<file path="src/rtl/uart_rx.sv">
// 8N1 UART receiver: two-flop synchronized line, mid-bit sampling, LSB first,
// framing-error detection with a BREAK state that waits for the line to return high.
module uart_rx #(
    parameter int CLKS_PER_BIT = 2604
) (
    input  logic       clk,
    input  logic       rstn,
    input  logic       rx_in,
    output logic [7:0] dout,
    output logic       rx_valid,
    output logic       frame_err,
    output logic       busy,
    output logic [2:0] fsm_state
);
    localparam int HALF_BIT = CLKS_PER_BIT / 2;
    localparam int CW = (CLKS_PER_BIT > 1) ? $clog2(CLKS_PER_BIT) : 1;
    localparam logic [CW-1:0] HALF_LAST = CW'(HALF_BIT - 1);
    localparam logic [CW-1:0] BIT_LAST  = CW'(CLKS_PER_BIT - 1);

    typedef enum logic [2:0] {
        S_IDLE  = 3'd0,
        S_START = 3'd1,
        S_DATA  = 3'd2,
        S_STOP  = 3'd3,
        S_BREAK = 3'd4
    } state_t;

    // Output handshake: rx_valid is a one-cycle strobe with no back-pressure;
    // dout changes only on that strobe and holds until the next one.

    logic          sync_q, rx_s;
    state_t        state, state_n;
    logic [CW-1:0] cnt, cnt_n;
    logic [2:0]    idx, idx_n;
    logic [7:0]    shreg, shreg_n;
    logic [7:0]    dout_n;
    logic          valid_n, ferr_n;

    always_ff @(posedge clk or negedge rstn) begin
        if (!rstn) begin
            sync_q <= 1'b1;
            rx_s   <= 1'b1;
        end else begin
            sync_q <= rx_in;
            rx_s   <= sync_q;
        end
    end

    always_ff @(posedge clk or negedge rstn) begin
        if (!rstn) begin
            state     <= S_IDLE;
            cnt       <= '0;
            idx       <= 3'd0;
            shreg     <= 8'h00;
            dout      <= 8'h00;
            rx_valid  <= 1'b0;
            frame_err <= 1'b0;
        end else begin
            state     <= state_n;
            cnt       <= cnt_n;
            idx       <= idx_n;
            shreg     <= shreg_n;
            dout      <= dout_n;
            rx_valid  <= valid_n;
            frame_err <= ferr_n;
        end
    end

    always_comb begin
        state_n = state;
        cnt_n   = cnt;
        idx_n   = idx;
        shreg_n = shreg;
        dout_n  = dout;
        valid_n = 1'b0;
        ferr_n  = 1'b0;
        case (state)
            S_IDLE: begin
                if (!rx_s) begin
                    state_n = S_START;
                    cnt_n   = '0;
                end
            end
            S_START: begin
                if (cnt == HALF_LAST) begin
                    cnt_n   = '0;
                    idx_n   = 3'd0;
                    // A start bit that is high again at mid-bit was a glitch.
                    state_n = rx_s ? S_IDLE : S_DATA;
                end else begin
                    cnt_n = cnt + CW'(1);
                end
            end
            S_DATA: begin
                if (cnt == BIT_LAST) begin
                    cnt_n        = '0;
                    shreg_n[idx] = rx_s;
                    idx_n        = idx + 3'd1;
                    if (idx == 3'd7)
                        state_n = S_STOP;
                end else begin
                    cnt_n = cnt + CW'(1);
                end
            end
            S_STOP: begin
                if (cnt == BIT_LAST) begin
                    cnt_n = '0;
                    if (rx_s) begin
                        dout_n  = shreg;
                        valid_n = 1'b1;
                        state_n = S_IDLE;
                    end else begin
                        ferr_n  = 1'b1;
                        state_n = S_BREAK;
                    end
                end else begin
                    cnt_n = cnt + CW'(1);
                end
            end
            S_BREAK: begin
                if (rx_s)
                    state_n = S_IDLE;
            end
            default: state_n = S_IDLE;
        endcase
    end

    assign busy      = (state != S_IDLE);
    assign fsm_state = state;

endmodule

</file>
<file path="config.mk">
export PLATFORM = sky130hd
export DESIGN_NAME = uart_rx
export DESIGN_NICKNAME = d
export VERILOG_FILES = /design/src/rtl/uart_rx.sv
export SDC_FILE = /design/constraint.sdc
export NUM_CORES = 1
export LEC_CHECK = 0
export CAP_MARGIN = 15
export CORE_MARGIN = 5
export CORE_UTILIZATION = 40
export CTS_CLUSTER_DIAMETER = 50
export CTS_CLUSTER_SIZE = 10
export DETAILED_ROUTE_END_ITERATION = 16
export MAX_ROUTING_LAYER = met4
export SETUP_SLACK_MARGIN = 0.4
export SYNTH_ARGS = -nofsm -noshare
export SYNTH_HDL_FRONTEND = slang
export SYNTH_SLANG_ARGS = --single-unit
export TNS_END_PERCENT = 30
</file>
<file path="constraint.sdc">
create_clock -name clk -period 1.9 [get_ports clk]
set_input_delay 0.19 -clock clk [delete_from_list [all_inputs] [get_ports clk]]
set_output_delay 0.19 -clock clk [all_outputs]
set_load 0.01 [all_outputs]
</file>
# Word level (Yosys, flattened, before mapping)
# Index checks and enable logic that the tools add are counted.
# totals
regBits	38
latchBits	0
ramBits	0
romBits	0
inputBits	3
out_inout_bits	14
elab_cells	62
n_memories	0
# classes
add_sub_neg	2
n_mul	0
div_mod_pow	0
magnitude_cmp	2
eq_ne	13
shift	0
mux	25
bitwise	0
n_reduce_logical	11
# ops
operator	count
$mux W12	3
$pmux W12 S3	1
$mux W3	9
$pmux W3 S5	1
$add A12 B1 Y12 const B	1
$eq A12 B11 Y1 const B	1
$eq A12 B12 Y1 const B	1
$ne A2 B2 Y1 const B	6
$bwmux W8	1
$mux W1	7
$eq A3 B2 Y1 const B	2
$eq A3 B3 Y1 const B	2
$pmux W3 S2	1
$reduce_and A3 Y1	2
$reduce_and A6 Y1	1
$reduce_bool A3 Y1	2
$lt A3 B4 Y1 const B	1
$reduce_and A2 Y1	2
$add A3 B1 Y3 const B	1
$demux W1 S3	1
$eq A3 B1 Y1 const B	1
$ge A3 B1 Y1 const B	1
$logic_not A3 Y1	1
$mux W2	1
other kinds (3)	3

# Depth between registers and ports, before layout
# logic_depth
word_depth	5
depth_mapped	7
mapped_depth_nobuf	6

# Least setup slack after synthesis
# OpenSTA, ideal clock, no wires.
# synth_path
kind	register to register
startpoint	register cnt[0]
endpoint	register shreg[1]
setup_time_ns	0.125
t_arrival_ns	1.726
t_required_ns	1.775
path_slack_ns	0.049
path_stages_with_launch	6
n_path_buf	0
period_less_slack_ns	1.851
path_cell_list	dfrtp_1 > ha_1 > and4bb_2 > nand4_4 > nor4_1 > mux2_2
# synth_between
elab_chain_len	2
# synth_lines
item	line_no	source
start, declared	33	logic [CW-1:0] cnt, cnt_n;
start signal, assigned	60	cnt <= cnt_n;
$eq A12 B12 Y1	95	if (cnt == BIT_LAST) begin
$reduce_and A2 Y1 (no line)	-	
end signal, assigned	62	shreg <= shreg_n;
end, declared	35	logic [7:0] shreg, shreg_n;
# No other way between the ends.
# A chain may end at the register's enable or synchronous reset.

# Worst setup path after layout
# layout_path
startpoint	register cnt[1]
endpoint	register idx[1]
# layout_between
elab_chain_len	3
elab_cells_between_ends	5
classes_between	4 x eq/ne; 1 x reduce/logical
# layout_lines
item	line_no	source
$eq A12 B12 Y1 or $eq A12 B11 Y1 (tied branches)	95, 85	
$ne A2 B2 Y1 (no line)	-	
$reduce_and A3 Y1 (no line) *	-	
end signal, assigned	61	idx <= idx_n;
end, declared	34	logic [2:0] idx, idx_n;
# Every way passes the cells marked *; elsewhere a longest branch is shown, timed or not.

==> qor.yml <==
cts:
  clockRootBuffer: "clkbuf_8"
  htree_levels: 2
  clk_latency_ns: 0.30
  cts_max_path_buffers: 2
  cts.clk_slew.worst_paths_ns: 0.07
  cts_inserted_buffers: 5
  clock_sinks: 38
  cts_tree: "yes"
timing:
  relSlewSlack_pct: 69.7
  finalSetupTns_ns: 0
  finalCritPeriodShare_pct: 99.4
  fin_skew_ns: 0.00577
  whs_ns: 0.296
  fin_crit_ns: 1.89
  worst_pin_slew_ns: 0.455
  rsz0062_at_grt: "true"
  fmax_mhz: 530
  drv_slew: 0
  finalSetupViolCount: 0
  finalHoldViolCount: 0
setup_path:
  slowest_delay_ns: 0.37
  path_buf_inv: 1
  ff2ff_path_depth: 6
  cp-start-kind: "register"
  cp.required_ns: 2.08
  r2r_slack_ns: 0.01
  path_max_fanout: 7
  cp_slowest_cell: "dfrtp_1"
  critPathArrivalTime_ns: 2.07
  crit_path_end: "idx[1]"
  r2r_end: "idx[1]"
  r2r-start: "cnt[1]"
  critPathKind: "register to register"
  cp_cell_sequence: "ha_2, and4bb_2, nand4_4, buf_6, o211a_1, a221o_1"
  crit_start: "cnt[1]"
  endpoint_kind: "register"
  path_delay_family: "simple AND/OR/NAND/NOR gates"
  worstSetupPathDepth: 6
grt:
  grt_max_degree: 39
  antenna_found_initial: 0
  track_usage_pct: 17.2
  grt_overflow: 0
  grt_pass1_wl_mm: 8.42
  grt_pass1_vias: 1745
finish:
  layout-drive-gt1-share_pct: 40.7
  synthToLayoutAreaGrowth_pct: 46.8
  nets: 249
  final_area_mm2: 0.00296
  diodes: 0
pwr:
  leakagePower_nw: 1.37
  p_per_area_mw_per_mm2: 574
  vdd_drop_max_v: 0.000454
synth:
  syn_nets: 197
  synth_edf_count: 0
  synth_warnings: 0
  synth_area_mm2: 0.00202
  synth_most_common_cell: "dfrtp_1"
  synth_top_cells_by_count: "dfrtp_1 (36), mux2_2 (16), nand2_1 (16)"
  ys_seq_area_share_pct: 47.3
  ys_ff_latch: 38
  ys_types: 48
  syn-mean-instance-area_um2: 10.6
  ys_async_sr_fraction_pct: 100
  synth-main-ff-cell: "dfrtp_1"
  synth_top_area_cell: "dfrtp_1"
  synth_top_cell_area_share_pct: 44.7
  synthTopCellsByArea: "dfrtp_1 (45%), mux2_2 (8.9%), nand2_1 (3.0%)"
  postSynthCellCount: 190
floorplan:
  die_y_um: 81.0
  io_pins: 17
  dieArea_mm2: 0.00656
  rows: 25
  die_w_um: 81.0
  initial_core_util_pct: 41.9
  core_area_mm2: 0.00482
run:
  drv_cap: 0
placement:
  portBuffers: 16
  place_area_mm2: 0.00240
  post-dp-hpwl_mm: 3.14
  gp_congestion: 0.841
route:
  vias_per_cell: 5.68
  ant_nets: 0
  wl_mm: 5.19
  drc: 0
  firstDrtPassIters: 4
  drt-wirelength-per-cell_um: 16.8
  first_iter_violations: 166
  vias: 1761
min_path:
  hp-class: "input port to register"
status:
  status: "complete, no violations"
==> metrics by stage <==
stage                     setup slack [ns]  std cells  total power [W]  util [%]
final                               0.0118        310          0.00170      61.5
after global routing               -0.0717        310          0.00175      61.5
after CTS                           0.0489        308          0.00171      57.4
after detailed placement           -0.0432        285         0.000861      49.9
after global placement              0.0136        285         0.000861      49.9
after floorplan                     0.0515        190         0.000834         -
==> worst min path at each step <==
stage	slack, ns	to	cells past startpoint	startpoint
after CTS	0.29	sync_q	1	rx_in
after global placement	0.17	cnt[5]	2	rstn
after detailed placement	0.17	cnt[7]	2	rstn
after floorplan	-0.11	cnt[0]	0	rstn
final	0.30	sync_q	1	rx_in
after global routing	0.28	sync_q	1	rx_in
==> where the power goes <==
part,switching (W),leakage (nW),internal (W)
sequential,0.000000958,0.509,0.000812
clock,0.000294,0.0714,0.000560
combinational,0.0000230,0.787,0.0000105
==> routing by layer <==
layer / track usage (%) / vias up / part of all wire (%) / routed length [um]
li1: - / 819 / - / -
met1: 22.3 / 873 / 46 / 2390
met2: 26.4 / 56 / 47 / 2470
met3: 4.10 / 13 / 4.2 / 216
met4: 5.74 / 0 / 2.3 / 119
met5: - / - / 0 / 0
==> placed cells by master (no fill, tap or decap), drive strengths merged, types with 3 or more instances in the layout <==
| cell | Yosys | routed |
|---|---|---|
| nand2b | 3 | 3 |
| nor2b | 4 | 4 |
| a31oi | 2 | 3 |
| and3 | 3 | 3 |
| o22ai | 3 | 3 |
| o211ai | 3 | 3 |
| a22oi | 4 | 4 |
| nand3 | 4 | 4 |
| mux2 | 16 | 16 |
| o21ai | 7 | 7 |
| ha | 4 | 4 |
| nand2 | 16 | 16 |
| clkbuf | 5 | 6 |
| nor3 | 4 | 4 |
| nor4 | 9 | 9 |
| inv | 7 | 7 |
| dfrtp | 36 | 36 |
| buf | 5 | 38 |
| nand4 | 4 | 4 |
| clkdlybuf4s50 | 0 | 12 |
| nor2 | 15 | 15 |
==> timing repair <==
item,CTS,global route
hold buffers,1,0
hold endpoints to repair,36,0
pin swaps,5,12
buffers inserted,13,2
setup endpoints to repair,38,40
resized for setup,22,39
gates cloned,1,0
==> cell families (layout without fill, tap and decap cells) <==
logic type / count (synthesis) / in the layout / synth area share [%]
adders and majority gates: 4 / 4 / 2.48
AOI/OAI and AO/OA: 39 / 40 / 14.8
and+or+nand+nor: 73 / 73 / 21.8
buffers and inverters: 17 / 69 / 3.41
muxes: 17 / 17 / 9.43
xor gates and xnor gates: 2 / 2 / 0.869
DFF: 38 / 38 / 47.3
==> final cells by class <==
cell class / instances / area [um^2]
clock inverter: 2 / 60.1
sequential: 38 / 953
fill: 387 / 1860
timing repair buffer: 54 / 494
clock buffer: 6 / 82.6
tap: 67 / 83.8
inverter: 7 / 26.3
multi-input combinational: 136 / 1260
==> state kept, by name, summed over array words and instances (netlist names) <==
signal,count
cnt,12
dout,8
frame_err,1
fsm_state,3
idx,3
rx_s,1
rx_valid,1
shreg,8
sync_q,1
(Power assumes the default switching activity.)
==> RTL edit 1: new RTL, same settings <==
The parameter `CLKS_PER_BIT` goes from 2604 to 651.
--- a/src/rtl/uart_rx.sv
+++ b/src/rtl/uart_rx.sv
@@ -1,7 +1,7 @@
 // 8N1 UART receiver: two-flop synchronized line, mid-bit sampling, LSB first,
 // framing-error detection with a BREAK state that waits for the line to return high.
 module uart_rx #(
-    parameter int CLKS_PER_BIT = 2604
+    parameter int CLKS_PER_BIT = 651
 ) (
     input  logic       clk,
     input  logic       rstn,
Check against the original RTL: no difference found for any inputs over 10 cycles, from zero or initial values and one cycle with rstn low; that may be too few to reach the edited logic, so the function may still have changed.
==> RTL edit 1 against the unedited design <==
The flow now finishes with violations (setup timing). Count of clock-buffer cells in the layout down 1. Design area down 13%. Sequential cell count down 2. Routed wire length down 16%. Critical path depth unchanged. Setup slack worse by 56 ps. Synthesized area down 7.9%. Power down 13%. Largest power group is now sequential cells. Highest routed layer unchanged.
==> RTL edit 1: results (changes against the unedited design) <==
logic_synthesis:
  synthDistinctLibCells: 43  # was 48
  yosys_warnings: 0  # unchanged
  synth_commonest_cells: "34 x dfrtp_1, 23 x nand2_1, 16 x mux2_2"  # was 36 x dfrtp_1, 16 x mux2_2, 16 x nand2_1
  synthTopCellsByArea: "dfrtp_1 46%, mux2_2 9.7%, nand2_1 4.6%"  # was dfrtp_1 45%, mux2_2 8.9%, nand2_1 3.0%
  synth_compound_area_share_pct: 10.4  # was 14.8%
  synthXorXnorAreaFrac_pct: 0  # was 0.868%
  synth_adder_area_share_pct: 3.37  # was 2.48%
  yosysSeqAreaShare_pct: 48.6  # was 47.3%
  synthMuxAreaShare_pct: 11.3  # was 9.43%
  avgSynthCellArea_um2: 10.6  # about the same
  synthFlopType: "dfrtp_1"  # unchanged
layout:
  reg.largest.list: "cnt (10), dout (8), shreg (8)"  # was cnt (12), dout (8), shreg (8)
  clock_area_share_pct: 4.44  # was 4.82%
  nClkBuffers: 5  # was 6
  nonClkBufAreaFrac_pct: 13.2  # was 16.7%
  comb.multi_input.count: 125  # was 136
  final_nets: 220  # was 249
  seq_area_um2: 905  # was 953 µm²
  fill_cells: 365  # was 387
  stdcell_area_um2: 2590  # was 2960 µm²
  nNonClkBuffers: 37  # was 54
  multiInputGateArea_um2: 1140  # was 1260 µm²
  layout-drive-gt1-share_pct: 39.0  # was 40.7%
  diodes: 0  # unchanged
placed_design:
  dp_hpwl_um: 2810  # was 3140 µm
  dpl.cell_count: 248  # was 285
  place_congestion: 0.845  # was 0.841
  numPortBuffers: 16  # unchanged
  post_dp_cell_area_um2: 2150  # was 2400 µm²
  preCtsSetupSlack_ps: -107  # was -43.2 ps
min_path:
  whs_path_depth: 1  # unchanged
  min_to: "sync_q$_DFF_PN1_"  # unchanged
critical_path:
  worstPathArrival_ps: 2120  # was 2070 ps
  cp_max_fo: 5  # was 7
  r2r-start: "cnt[0]$_DFFE_PN0P_"  # was cnt[1]$_DFFE_PN0P_
  timing.rr.end: "shreg[0]$_DFFE_PN0P_"  # was idx[1]$_DFFE_PN0P_
sta:
  postLayoutSetupSlackWorst_ps: -44.1  # was 11.8 ps
  whs_ps: 304  # was 296 ps
  finalSetupViolCount: 5  # was 0
  maxSlewHeadroom_pct: 69.6  # was 69.7%
  finClkSkew_ps: 3.36  # was 5.77 ps
  finalSetupTns_ps: -85.8  # was 0 ps
drt:
  wl_per_cell_um: 16.4  # was 16.8 µm
  via_per_inst: 5.60  # was 5.68
  drc_errors: 0  # unchanged
  num_vias: 1485  # was 1761
  drtIter0Drc: 105  # was 166
power:
  ir_drop_mv: 0.387  # was 0.454 mV
  p_leak_nw: 1.15  # was 1.37 nW
grt:
  grt_use_total_pct: 15.5  # was 17.2%
  grt_pass1_wl_um: 7450  # was 8420 µm
  grt_start_max_net_pins: 37  # was 39
clocking:
  numCtsBuffers: 5  # unchanged
  clockBufferDepth: 2  # unchanged
  cts.sink_count: 36  # was 38
  insertion_delay_ps: 280  # was 300 ps
floorplanning:
  tap_cells: 52  # was 67
run_status:
  violations: "setup timing"
  status: "finished, violations left"  # was completed
==> RTL edit 1: where the power goes <==
part	switching [mW]	internal, mW
clock network	0.292	0.395
registers	0.00531	0.769
logic	0.0160	0.00568
total	0.314	1.17
==> RTL edit 1: per-layer routing <==
metal  global-route usage, %  up-vias  share of wire (%)
met4                    4.90        0                1.7
met1                    19.6      736                 45
li1                        -      716                  -
met5                       -        -                  0
met2                    25.0       24                 50
met3                    3.20        9                3.6
==> RTL edit 1: cells by family (layout without fill, tap and decap cells) <==
logic type | Yosys count | in the layout
fa+ha+maj | 5 | 5
compound gates | 29 | 29
flops | 36 | 36
buf+inv | 16 | 52
mux | 19 | 19
simple gates | 71 | 72
==> RTL edit 1: worst max path at each step <==
stage                             startpoint  slack [ps]  depth (start not counted)                   end
after floorplan           cnt[0]$_DFFE_PN0P_          70                          6  shreg[2]$_DFFE_PN0P_
after detailed placement  cnt[0]$_DFFE_PN0P_        -110                          6  shreg[7]$_DFFE_PN0P_
after CTS                 cnt[0]$_DFFE_PN0P_          -5                          6  shreg[3]$_DFFE_PN0P_
final                     cnt[0]$_DFFE_PN0P_         -40                          6  shreg[0]$_DFFE_PN0P_
after global placement    cnt[0]$_DFFE_PN0P_         -70                          6  shreg[7]$_DFFE_PN0P_
after global routing      cnt[0]$_DFFE_PN0P_        -100                          7  shreg[2]$_DFFE_PN0P_
==> RTL edit 1: worst max-delay path, cell delays in order, from the launching register on <==
cell,delay (ps)
dfrtp_1,400
inv_2,70
ha_2,150
and4b_2,310
nand4_4,220
nor4b_4,360
mux2_4,320
==> RTL edit 1: timing repair <==
| item | CTS | global route |
|---|---|---|
| resized for setup | 44 | 16 |
| endpoints found under the setup margin | 34 | 34 |
| pin swaps | 33 | 16 |
| gates cloned | 1 | 0 |
| buffers inserted | 4 | 4 |
==> RTL edit 2: new RTL, same flow settings <==
Without the edit above. Take the reset off `dout` and load it in a clocked block of its own.
--- a/src/rtl/uart_rx.sv
+++ b/src/rtl/uart_rx.sv
@@ -52,7 +52,6 @@
             cnt       <= '0;
             idx       <= 3'd0;
             shreg     <= 8'h00;
-            dout      <= 8'h00;
             rx_valid  <= 1'b0;
             frame_err <= 1'b0;
         end else begin
@@ -60,10 +59,13 @@
             cnt       <= cnt_n;
             idx       <= idx_n;
             shreg     <= shreg_n;
-            dout      <= dout_n;
             rx_valid  <= valid_n;
             frame_err <= ferr_n;
         end
+    end
+
+    always_ff @(posedge clk) begin
+        dout <= dout_n;
     end
 
     always_comb begin
Check against the original RTL: same outputs for any inputs over 10 cycles, from zero or initial values and one cycle with rstn low; that may be too few to reach the edited logic, so the function may still have changed.
==> RTL edit 2 against the unedited design <==
Worst hold slack got worse by 17 ps. Highest routed layer unchanged. Power fell by 18%. Sequential cell count unchanged. Synthesized area down 7.4%. Design area fell by 14%. Die area decreased by 6.5%. Setup slack better by 30 ps. Routed wire length fell by 18%. Critical path type unchanged. Non-clock buffer count fell by 7.
==> RTL edit 2: results (changes against the unedited design) <==
run_status:
  status: "completed"  # unchanged
grt:
  grt_antenna_before_repair: 0  # unchanged
  grt_pass1_wl_um: 7450  # was 8420 µm
  grt_pass1_vias: 1605  # was 1745
  grt_start_max_net_pins: 31  # was 39
  grt_use_total_pct: 15.8  # was 17.2%
logic_synthesis:
  synth_compound_area_share_pct: 12.9  # was 14.8%
  synth_edf_count: 8  # was 0
  synth_adder_area_share_pct: 2.68  # was 2.48%
  yosys_warnings: 0  # unchanged
  synth_nets: 173  # was 197
  synthMuxAreaShare_pct: 5.43  # was 9.43%
  yosysSeqAreaShare_pct: 53.2  # was 47.3%
  synthDistinctLibCells: 54  # was 48
  async_flop_share_pct: 78.9  # was 100%
  synth_commonest_cells: "28 x dfrtp_1, 18 x nand2_1, 9 x nor2_1"  # was 36 x dfrtp_1, 16 x mux2_2, 16 x nand2_1
  synthTopCellsByArea: "dfrtp_1 38%, edfxtp_1 13%, mux2_1 4.8%"  # was dfrtp_1 45%, mux2_2 8.9%, nand2_1 3.0%
  synthXorXnorAreaFrac_pct: 0.469  # was 0.868%
layout:
  fill_cells: 353  # was 387
  reg.largest.list: "cnt (12), dout (8), shreg (8)"  # unchanged
  diodes: 0  # unchanged
  layout-drive-gt1-share_pct: 34.0  # was 40.7%
  final_nets: 221  # was 249
sta:
  max_slew.worst_pin.slew_ps: 480  # was 455 ps
  postLayoutSetupSlackWorst_ps: 42.2  # was 11.8 ps
  finClkSkew_ps: 8.96  # was 5.77 ps
clocking:
  h-tree-depth: 2  # unchanged
  cts_root_buffer: "clkbuf_8"  # unchanged
  insertion_delay_ps: 300  # about the same
  clockBufferDepth: 2  # unchanged
  numCtsBuffers: 5  # unchanged
  cts.clk_slew.worst_paths_ps: 80
drt:
  drtIter0Drc: 80  # was 166
  wl_per_cell_um: 16.0  # was 16.8 µm
  via_per_inst: 5.71  # was 5.68
power:
  p_leak_nw: 1.07  # was 1.37 nW
  intPower_mw: 1.09  # was 1.38 mW
  ir_drop_mv: 0.206  # was 0.454 mV
placed_design:
  dp_hpwl_um: 2830  # was 3140 µm
  place_congestion: 0.815  # was 0.841
  preCtsSetupSlack_ps: -14.7  # was -43.2 ps
  numPortBuffers: 16  # unchanged
min_path:
  hold_class: "in -> async"  # was in -> reg
critical_path:
  reg2regPathDepth: 6  # unchanged
  timing.rr.end: "dout[0]$_DFFE_PP_"  # was idx[1]$_DFFE_PN0P_
  worstPathArrival_ps: 1870  # was 2070 ps
  critPathKind: "reg -> reg"  # unchanged
  cp_max_fo: 5  # was 7
  startpoint: "cnt[1]$_DFFE_PN0P_"  # unchanged
-- RTL edit 2: cell types whose count changed after synthesis, sizes merged, moves of 3 or more --
| cell | delta |
|---|---|
| a22oi | -3 |
| and4 | +3 |
| dfrtp | -8 |
| edfxtp | +8 |
| mux2 | -7 |
| nand4b | +4 |
| nor2 | -5 |
| nor2b | -3 |
| nor4 | -8 |
-- RTL edit 2: worst min path at each step --
| stage | from | end | slack [ps] | cells past startpoint |
|---|---|---|---|---|
| 2_1_floorplan | rstn | cnt[0]$_DFFE_PN0P_ | -110 | 0 |
| 3_3_place_gp | sync_q$_DFF_PN1_ | rx_s$_DFF_PN1_ | 350 | 0 |
| 3_5_place_dp | sync_q$_DFF_PN1_ | rx_s$_DFF_PN1_ | 350 | 0 |
| 4_1_cts | rstn | fsm_state[1]$_DFFE_PN0P_ | 290 | 2 |
| 5_1_grt | rstn | fsm_state[1]$_DFFE_PN0P_ | 330 | 2 |
| 6_report | rstn | cnt[9]$_DFFE_PN0P_ | 280 | 2 |
-- RTL edit 2: critical path, stage by stage (launching register included) --
cell	delay, ps
dfrtp_1	420
ha_4	160
nor4b_4	270
and3_4	240
nand4b_1	180
nor2_4	160
buf_6	140
-- RTL edit 2: per-stage QoR --
step / cell area [µm²] / std cells
after floorplan: 1880 / 166
after global placement: 2190 / 244
after detailed placement: 2190 / 244
after CTS: 2450 / 266
after global routing: 2540 / 267
final: 2540 / 267
-- RTL edit 2: cell type report --
type / count / area share [%]
flip-flops and latches: 38 / 39.1
multi-input cells: 116 / 37.8
repair buffers: 47 / 16.2
clock buffers: 5 / 2.71
well taps: 52 / 2.56
inverters: 6 / 0.886
clock inverters: 3 / 0.640
-- RTL edit 2: what timing repair did --
action                                 4_1_cts  5_1_grt
hold buffers                                 0        0
cloned                                       1        0
pin swaps                                    6        5
buffers inserted                            13        1
setup endpoints to repair                   38       39
endpoints found under the hold margin        0        0
gates resized for setup                     12       25
-- RTL edit 2: power by group through the flow --
stage	sequential, mW	combinational, mW	clock (mW)
final	0.839	0.0202	0.543
after global placement	0.853	0.0204	0
after floorplan	0.851	0.00419	0
after global routing	0.839	0.0240	0.586
after detailed placement	0.854	0.0212	0
after CTS	0.837	0.0213	0.558
-- RTL edit 2: layer usage --
metal  wire, µm  GRT usage (%)  share of wire [%]  vias to the layer above
li1           -              -                  -                      721
met1       1920           17.8                 45                      762
met2       2160           27.2                 50                       32
met3        124           3.32                2.9                        9
met4         81           6.99                1.9                        0
met5          0              -                  0                        -
-- RTL edit 2: cell families after synthesis --
group,count (synthesis)
AO/OA/AOI/OAI,35
XOR/XNOR,1
adder cells (fa/ha/maj),4
buffers and inverters,13
flip-flops,38
multiplexers,9
AND/OR/NAND/NOR,66
